--- src/rtl/signal_indicator_mc.sv ---
//------------------------------------------------------------------------------
// signal_indicator_mc
//
// Multi-channel signal activity indicator. Each of N_CH asynchronous inputs
// is brought into the clk domain through a two-flop synchroniser and
// edge-detected (both polarities). A channel is declared present after
// N_EDGES transitions, each arriving within C_MAX clocks of the previous one.
// It is declared absent once C_MAX consecutive clocks pass without a
// transition. Losing a present channel raises a sticky per-channel lost flag.
// The OR of all lost flags drives a registered interrupt.
//
// Ports:
//   clk       in   system clock
//   resetn    in   asynchronous active-low reset
//   in        in   [N_CH] monitored signals, asynchronous to clk
//   out       out  [N_CH] per-channel presence (1 = present)
//   changed   out  [N_CH] one-cycle pulse, coincident with each out[i] toggle
//   lost      out  [N_CH] sticky PRESENT -> ABSENT flag
//   lost_clr  in   [N_CH] per-channel clear for lost (set has priority)
//   irq       out  OR of all lost bits, registered
//------------------------------------------------------------------------------
module signal_indicator_mc #(
   parameter int N_CH    = 4,
   parameter int C_MAX   = 1000,
   parameter int N_EDGES = 4
) (
   input  logic            clk,
   input  logic            resetn,
   input  logic [N_CH-1:0] in,
   output logic [N_CH-1:0] out,
   output logic [N_CH-1:0] changed,
   output logic [N_CH-1:0] lost,
   input  logic [N_CH-1:0] lost_clr,
   output logic            irq
);

   localparam int CW = $clog2(C_MAX + 1);
   localparam int EW = $clog2(N_EDGES + 1);

   localparam logic [CW-1:0] CNT_SAT   = CW'(C_MAX);
   localparam logic [CW-1:0] CNT_LAST  = CW'(C_MAX - 1);
   localparam logic [EW-1:0] ECNT_ONE  = EW'(1);
   localparam logic [EW-1:0] ECNT_LAST = EW'(N_EDGES - 1);

   typedef enum logic [1:0] {
      ST_ABSENT  = 2'd0,
      ST_ACQUIRE = 2'd1,
      ST_PRESENT = 2'd2
   } state_t;

   // Timeout counter step: clear on an edge, otherwise count up and
   // saturate at C_MAX so a long-idle channel never wraps.
   function automatic logic [CW-1:0] cnt_step(input logic edge_i,
                                              input logic [CW-1:0] cnt_i);
      logic [CW-1:0] r;
      if (edge_i) begin
         r = '0;
      end else if (cnt_i < CNT_SAT) begin
         r = cnt_i + CW'(1);
      end else begin
         r = CNT_SAT;
      end
      return r;
   endfunction

   logic [N_CH-1:0] out_w;
   logic [N_CH-1:0] changed_w;
   logic [N_CH-1:0] lost_d;
   logic [N_CH-1:0] lost_q;
   logic            irq_q;

   for (genvar ch = 0; ch < N_CH; ch++) begin : g_ch
      logic          s1_q;
      logic          s2_q;
      logic          prev_q;
      logic          edge_w;
      logic          timeout_w;
      logic          lost_set_w;
      logic [CW-1:0] cnt_q;
      logic [CW-1:0] cnt_d;
      logic [EW-1:0] ecnt_q;
      state_t        state_q;
      logic          out_q;
      logic          changed_q;

      // Synchroniser and edge history. prev resets to 0, so an input that is
      // already high at reset release produces exactly one edge.
      always_ff @(posedge clk or negedge resetn) begin
         if (!resetn) begin
            s1_q   <= 1'b0;
            s2_q   <= 1'b0;
            prev_q <= 1'b0;
            cnt_q  <= '0;
         end else begin
            s1_q   <= in[ch];
            s2_q   <= s1_q;
            prev_q <= s2_q;
            cnt_q  <= cnt_d;
         end
      end

      assign edge_w = s2_q ^ prev_q;
      assign cnt_d  = cnt_step(edge_w, cnt_q);

      // Fires on the C_MAX-th edgeless cycle after the last edge cycle. A
      // saturated counter never matches, so an idle ABSENT channel is inert.
      assign timeout_w = !edge_w && (cnt_q == CNT_LAST);

      assign lost_set_w = (state_q == ST_PRESENT) && timeout_w;

      // Presence FSM. out and changed are registered alongside the state so
      // changed pulses in the same cycle that out takes its new value.
      always_ff @(posedge clk or negedge resetn) begin
         if (!resetn) begin
            state_q   <= ST_ABSENT;
            ecnt_q    <= '0;
            out_q     <= 1'b0;
            changed_q <= 1'b0;
         end else begin
            changed_q <= 1'b0;
            unique case (state_q)
               ST_ABSENT: begin
                  if (edge_w) begin
                     if (N_EDGES == 1) begin
                        state_q   <= ST_PRESENT;
                        ecnt_q    <= '0;
                        out_q     <= 1'b1;
                        changed_q <= 1'b1;
                     end else begin
                        state_q <= ST_ACQUIRE;
                        ecnt_q  <= ECNT_ONE;
                     end
                  end
               end
               ST_ACQUIRE: begin
                  if (edge_w) begin
                     // ecnt + 1 == N_EDGES, written without a widening add
                     if (ecnt_q == ECNT_LAST) begin
                        state_q   <= ST_PRESENT;
                        ecnt_q    <= '0;
                        out_q     <= 1'b1;
                        changed_q <= 1'b1;
                     end else begin
                        ecnt_q <= ecnt_q + EW'(1);
                     end
                  end else if (timeout_w) begin
                     state_q <= ST_ABSENT;
                     ecnt_q  <= '0;
                  end
               end
               ST_PRESENT: begin
                  if (timeout_w) begin
                     state_q   <= ST_ABSENT;
                     out_q     <= 1'b0;
                     changed_q <= 1'b1;
                  end
               end
               default: begin
                  state_q <= ST_ABSENT;
                  ecnt_q  <= '0;
                  out_q   <= 1'b0;
               end
            endcase
         end
      end

      // Set has priority over clear; a held clear still lets a new loss in.
      assign lost_d[ch]    = lost_set_w | (lost_q[ch] & ~lost_clr[ch]);
      assign out_w[ch]     = out_q;
      assign changed_w[ch] = changed_q;
   end

   // irq is fed from the next-state lost vector so it moves on the same
   // clock as lost rather than one cycle behind it.
   always_ff @(posedge clk or negedge resetn) begin
      if (!resetn) begin
         lost_q <= '0;
         irq_q  <= 1'b0;
      end else begin
         lost_q <= lost_d;
         irq_q  <= |lost_d;
      end
   end

   assign out     = out_w;
   assign changed = changed_w;
   assign lost    = lost_q;
   assign irq     = irq_q;

endmodule

--- config.mk ---
export PLATFORM = sky130hd
export DESIGN_NAME = signal_indicator_mc
export DESIGN_NICKNAME = d
export VERILOG_FILES = /design/src/rtl/signal_indicator_mc.sv
export SDC_FILE = /design/constraint.sdc
export NUM_CORES = 1
export LEC_CHECK = 0
export CORE_MARGIN = 10
export CORE_UTILIZATION = 30
export CTS_CLUSTER_SIZE = 8
export DETAILED_ROUTE_END_ITERATION = 10
export HOLD_SLACK_MARGIN = 0.15
export SLEW_MARGIN = 20
export SYNTH_ARGS = -nofsm -noshare
export SYNTH_HDL_FRONTEND = slang
export SYNTH_SLANG_ARGS = --single-unit
--- constraint.sdc ---
create_clock -name clk -period 2.1 [get_ports clk]
set_input_delay 0.315 -clock clk [delete_from_list [all_inputs] [get_ports clk]]
set_output_delay 0.315 -clock clk [all_outputs]
set_load 0.005 [all_outputs]
# Word-level counts from Yosys, hierarchy flattened
# Index checks and enable logic that the tools add are counted.
# W data, S select, Z words.
# totals
regBits	85
latchBits	0
mem_bits_rw	0
mem_bits_ro	0
in_bits	10
elab_cells	219
n_memories	0
# op_classes
addsub	8
mul	0
div_mod_pow	0
order_cmp	4
eq_ne	40
n_shift	0
n_mux	80
bitwise	24
reduce_logical	29
# ops
operator	n
$mux W10	8
$mux W3	16
$add A10 B1 Y10 const B	4
$eq A10 B10 Y1 const B	4
$lt A10 B10 Y1 const B	4
$pmux W3 S3	4
$mux W2	16
$ne A2 B2 Y1 const B	16
$mux W1	24
$ne A3 B3 Y1 const B	8
$pmux W2 S3	4
$reduce_and A4 Y1	4
$add A3 B1 Y3 const B	4
$eq A3 B2 Y1 const B	4
$not A1 Y1	12
$pmux W1 S3	4
$reduce_and A3 Y1	4
$eq A2 B1 Y1 const B	4
$eq A2 B2 Y1 const B	4
$logic_and A1 B1 Y1	8
$logic_not A2 Y1	4
$pmux W1 S2	4
$reduce_and A2 Y1	4
$and A1 B1 Y1	4
4 further kinds	13

# Longest topological paths before layout
# Gate-level depths: netlist (run 1).
# logic_depth
ltp_word	6
ltp_mapped	7
depth_no_buf	6

# Worst setup path after synthesis (run 1)
# Ideal clock, no wire load.
# synth_path
path_kind	register -> register
start	register g_ch[0].state_q[0]
end	register g_ch[0].ecnt_q[1]
setup_ns	0.125
arrival_ns	1.670
t_required_ns	1.975
setup_slack_ns	0.305
path_stages_with_launch	7
cell_sequence	dfrtp_1 inv_1 ha_1 clkdlybuf4s25_2 nor2_1 a311o_1 mux2_4
# synth_between
elab_chain_len	3
# synth_lines
element	line_no	source
start, declared	82	state_t state_q;
start signal, assigned	115	state_q <= ST_ABSENT;
start signal, assigned	125	state_q <= ST_PRESENT;
start signal, assigned	130	state_q <= ST_ACQUIRE;
$eq A2 B1 Y1, or another cell as far along	121	unique case (state_q)
$ne A3 B3 Y1 (no line), or another cell as far along	-	
$reduce_and A3 Y1 (no line)	-	
end signal, assigned	144	ecnt_q <= ecnt_q + EW'(1);
end, declared	81	logic [EW-1:0] ecnt_q;
# Parallel ways exist; a longest one is shown, timed or not.
# A chain may end at the register's enable or synchronous reset.

# Worst setup path in the final report (run 1)
# Ends and elaborated chain as after synthesis.

==> summary.md, run 1 <==
* **status** finished clean
* **transition time at the pin with the least slew margin** 0.572 ns
* **cell area after synthesis** 4420 um2
* **crit path time final** 1.80 ns
* **worst max-slew margin expressed relative to the limit** 61.9%
* **mean routed wirelength per cell** 14.0 um
* **largest clock skew in the final design** 0.0100 ns
* **final RePlAce weighted congestion** 0.880
* **wire length of the first global-routing pass** 15.4 mm
* **Rows** 44
* **number of global-route vias before repair** 3269
* **Fin. Hold Viols** 0
* **deepest clock path buffer count** 2
* **number of synthesized register bits** 85
* **switching power as a share of total power** 31.9%
* **count of distinct cell types in the synthesized netlist** 57
* **relative area change from synthesis to final layout** 16.2%
* **Clock power frac** 33.8%
* **CTS tree** yes
* **Clk pin slew, worst setup/hold paths** 0.06 ns
* **Fmax achieved** 0.555 GHz
* **most frequent cell after synthesis** sky130_fd_sc_hd__dfrtp_1
* **clock insertion delay at the later pin of the skew report** 0.34 ns
* **layout net count** 480
* **sequential power share** 39.4%
* **crit-path max FO** 8
* **count of unresolved DRC violations after routing** 0
* **total leakage power** 2.28 nW
* **wire length after detailed routing** 8.92 mm
* **floorplan die height** 141 um
* **EDFF count, synth** 0
* **count of nets left with antenna violations after detail routing** 0
* **internal power contribution** 0.00354 W
* **core area** 14500 um2
* **antenna violations before repair** 0
* **Pre-antenna DRT Iters** 4
* **clock buffer count from CTS** 9
* **number of placed I/O pins** 23
* **net load switching power** 0.00166 W
* **number of warnings issued by yosys** 0
* **power density cells** 1010 nW/um2
* **clock root buffer** sky130_fd_sc_hd__clkbuf_16
* **total congestion overflow after global routing** 0
* **Synth Flop Type** sky130_fd_sc_hd__dfrtp_1
* **buffer count from post-CTS setup fixing** 0
* **largest net degree at the start of global routing** 44
* **Hold Path Class** flop to flop
* **number of diodes added for antenna fixing** 0
* **top cells by count, synth** 85 x sky130_fd_sc_hd__dfrtp_1, 29 x sky130_fd_sc_hd__nor2_1, 25 x sky130_fd_sc_hd__a21oi_1
* **detailed router's first-iteration violation count** 197
* **number of port buffers** 22
* **WS Path Type** flop to flop
* **ratio of routed vias to standard cells** 5.09
* **Final period util** 85.7%
* **share of total power in combinational logic** 26.8%
* **mean area per synthesized cell** 10.3 um2
* **Power, Total** 0.00520 W
* **sum of negative setup slack** 0 ns
* **data required time at the worst endpoint** 2.33 ns
* **number of fill cells** 1414
* **count of mapped cells out of synthesis** 428
* **maximum resistive drop on vdd** 0.000455 V
* **share of post-route cells with drive strength above 1** 9.09%
* **fraction of synthesis flops using an asynchronous set or reset pin** 100%
* **Setup Viol. Count Final** 0
* **arrival time reported for the critical path endpoint** 2.03 ns
* **total nets after synthesis** 462
* **Die ar.** 20000 um2
* **Synth top area share** 48.1%
* **post-detail-place hpwl** 6.35 mm
* **number of slew-limit violations in the final report** 0
* **MaxCap Viol Count** 0
* **unrepaired setup endpoints after global routing** no
* **clk sinks** 85
* **biggest area consumer among synthesized cells** sky130_fd_sc_hd__dfrtp_1
* **Starting Density** 30.5%
* **sequential fraction of the synthesis area** 48.1%
* **kind of start point of the critical path** flop
* **overall fraction of global-route tracks in use** 9.30%
* **H-tree depth reported by CTS** 3
* **type of destination of the critical path** flop
* **horizontal extent of the die** 141 um
* **via count** 3230
* **largest cells by area after synthesis** sky130_fd_sc_hd__dfrtp_1 48%, sky130_fd_sc_hd__ha_1 6.8%, sky130_fd_sc_hd__xnor2_1 3.8%
worst max-delay path, cell delays in order, from the launching register on:
cell	delay [ns]
sky130_fd_sc_hd__dfrtp_1	0.42
sky130_fd_sc_hd__inv_1	0.12
sky130_fd_sc_hd__ha_1	0.32
sky130_fd_sc_hd__nor2_1	0.11
sky130_fd_sc_hd__a311o_1	0.41
sky130_fd_sc_hd__mux2_4	0.31
logic make-up (layout without fill, tap and decap cells):
logic type,after synthesis,count (layout),synth area share (%)
xor+xnor,34,34,6.90
mux,1,1,0.339
fa+ha+maj,24,24,6.79
simple gates,139,139,17.7
buf+inv,50,73,5.38
flops,85,85,48.1
compound gates,95,95,14.8
final timing paths:
check | startpoint | end | slack [ns] | cells past startpoint
max | g_ch[0].state_q[0]$_DFFE_PN0P_ | g_ch[0].ecnt_q[1]$_DFFE_PN0P_ | 0.30 | 5
min | g_ch[0].s1_q$_DFF_PN0_ | g_ch[0].s2_q$_DFF_PN0_ | 0.35 | 0
max reg2reg | g_ch[0].state_q[0]$_DFFE_PN0P_ | g_ch[0].ecnt_q[1]$_DFFE_PN0P_ | 0.30 | 5
min reg2reg | g_ch[0].s1_q$_DFF_PN0_ | g_ch[0].s2_q$_DFF_PN0_ | 0.35 | 0
max in group asynchronous | resetn | g_ch[0].cnt_q[2]$_DFF_PN0_ | 0.89 | 3
min in group asynchronous | resetn | g_ch[3].state_q[0]$_DFFE_PN0P_ | 0.52 | 2
per-layer routing:
metal	up-vias	global-route usage (%)	wire, um
met5	-	0	0
met4	0	3.71	124
met3	11	2.90	319
met2	42	15.3	4240
met1	1609	11.1	4240
li1	1568	-	-
per-stage QoR:
| step | hold WS (ns) | cells | instance area [um2] | utilization [%] | setup WS (ns) |
|---|---|---|---|---|---|
| after floorplan | 0.0194 | 428 | 4420 | - | 0.305 |
| after global placement | 0.335 | 618 | 4800 | 33.1 | 0.391 |
| after detailed placement | 0.337 | 618 | 4800 | 33.1 | 0.318 |
| after CTS | 0.352 | 635 | 5140 | 35.5 | 0.301 |
| after global routing | 0.359 | 635 | 5140 | 35.5 | 0.179 |
| final | 0.348 | 635 | 5140 | 35.5 | 0.300 |
sequential cells by signal, indices dropped and copies added (netlist names):
register and flops:
g_ch.changed_q 4, g_ch.cnt_q 40, g_ch.ecnt_q 12, g_ch.out_q 4, g_ch.prev_q 4, g_ch.s1_q 4
g_ch.s2_q 4, g_ch.state_q 8, irq 1, lost 4
power by group through the flow:
stage	Sequential, W	Combinational, W	Clock, W
2_1_floorplan	0.00202	0.00107	0
3_3_place_gp	0.00206	0.00134	0
3_5_place_dp	0.00207	0.00138	0
4_1_cts	0.00205	0.00140	0.00181
5_1_grt	0.00208	0.00158	0.00189
6_report	0.00205	0.00139	0.00176
final cells by class:
type | count | area, um2 | area share [%]
inverter | 24 | 90.1 | 1.75
tap | 184 | 230 | 4.48
sequential | 85 | 2130 | 41.4
clock buffer | 9 | 225 | 4.38
timing repair buffer | 33 | 303 | 5.89
multi-input combinational | 293 | 2060 | 40.0
clock inverter | 7 | 105 | 2.05
cells in the final DEF (no fill, tap or decap), drive strengths merged, types with 9 or more instances in the layout:
cell type	Yosys	layout
a21oi	25	25
a31oi	9	9
and3	15	15
buf	13	11
clkbuf	12	9
clkdlybuf4s50	0	21
dfrtp	85	85
ha	24	24
inv	24	27
nand2	20	20
nand3	20	20
nand4	9	9
nor2	29	29
o211ai	11	11
xnor2	20	20
xor2	14	14
what timing repair did:
| action | CTS | global route |
|---|---|---|
| gates resized for setup | 0 | 0 |
| setup endpoints to repair | 0 | 0 |
| hold buffers | 1 | 0 |
| hold endpoints to repair | 40 | 0 |
Note: power is estimated with default switching activity, not from simulation.
==> inputs of run 2 (changes only) <==
- GPL_ROUTABILITY_DRIVEN: not set -> 0
==> results of run 2 <==
The final DEF is identical to that of run 1; final timing and power are the same.
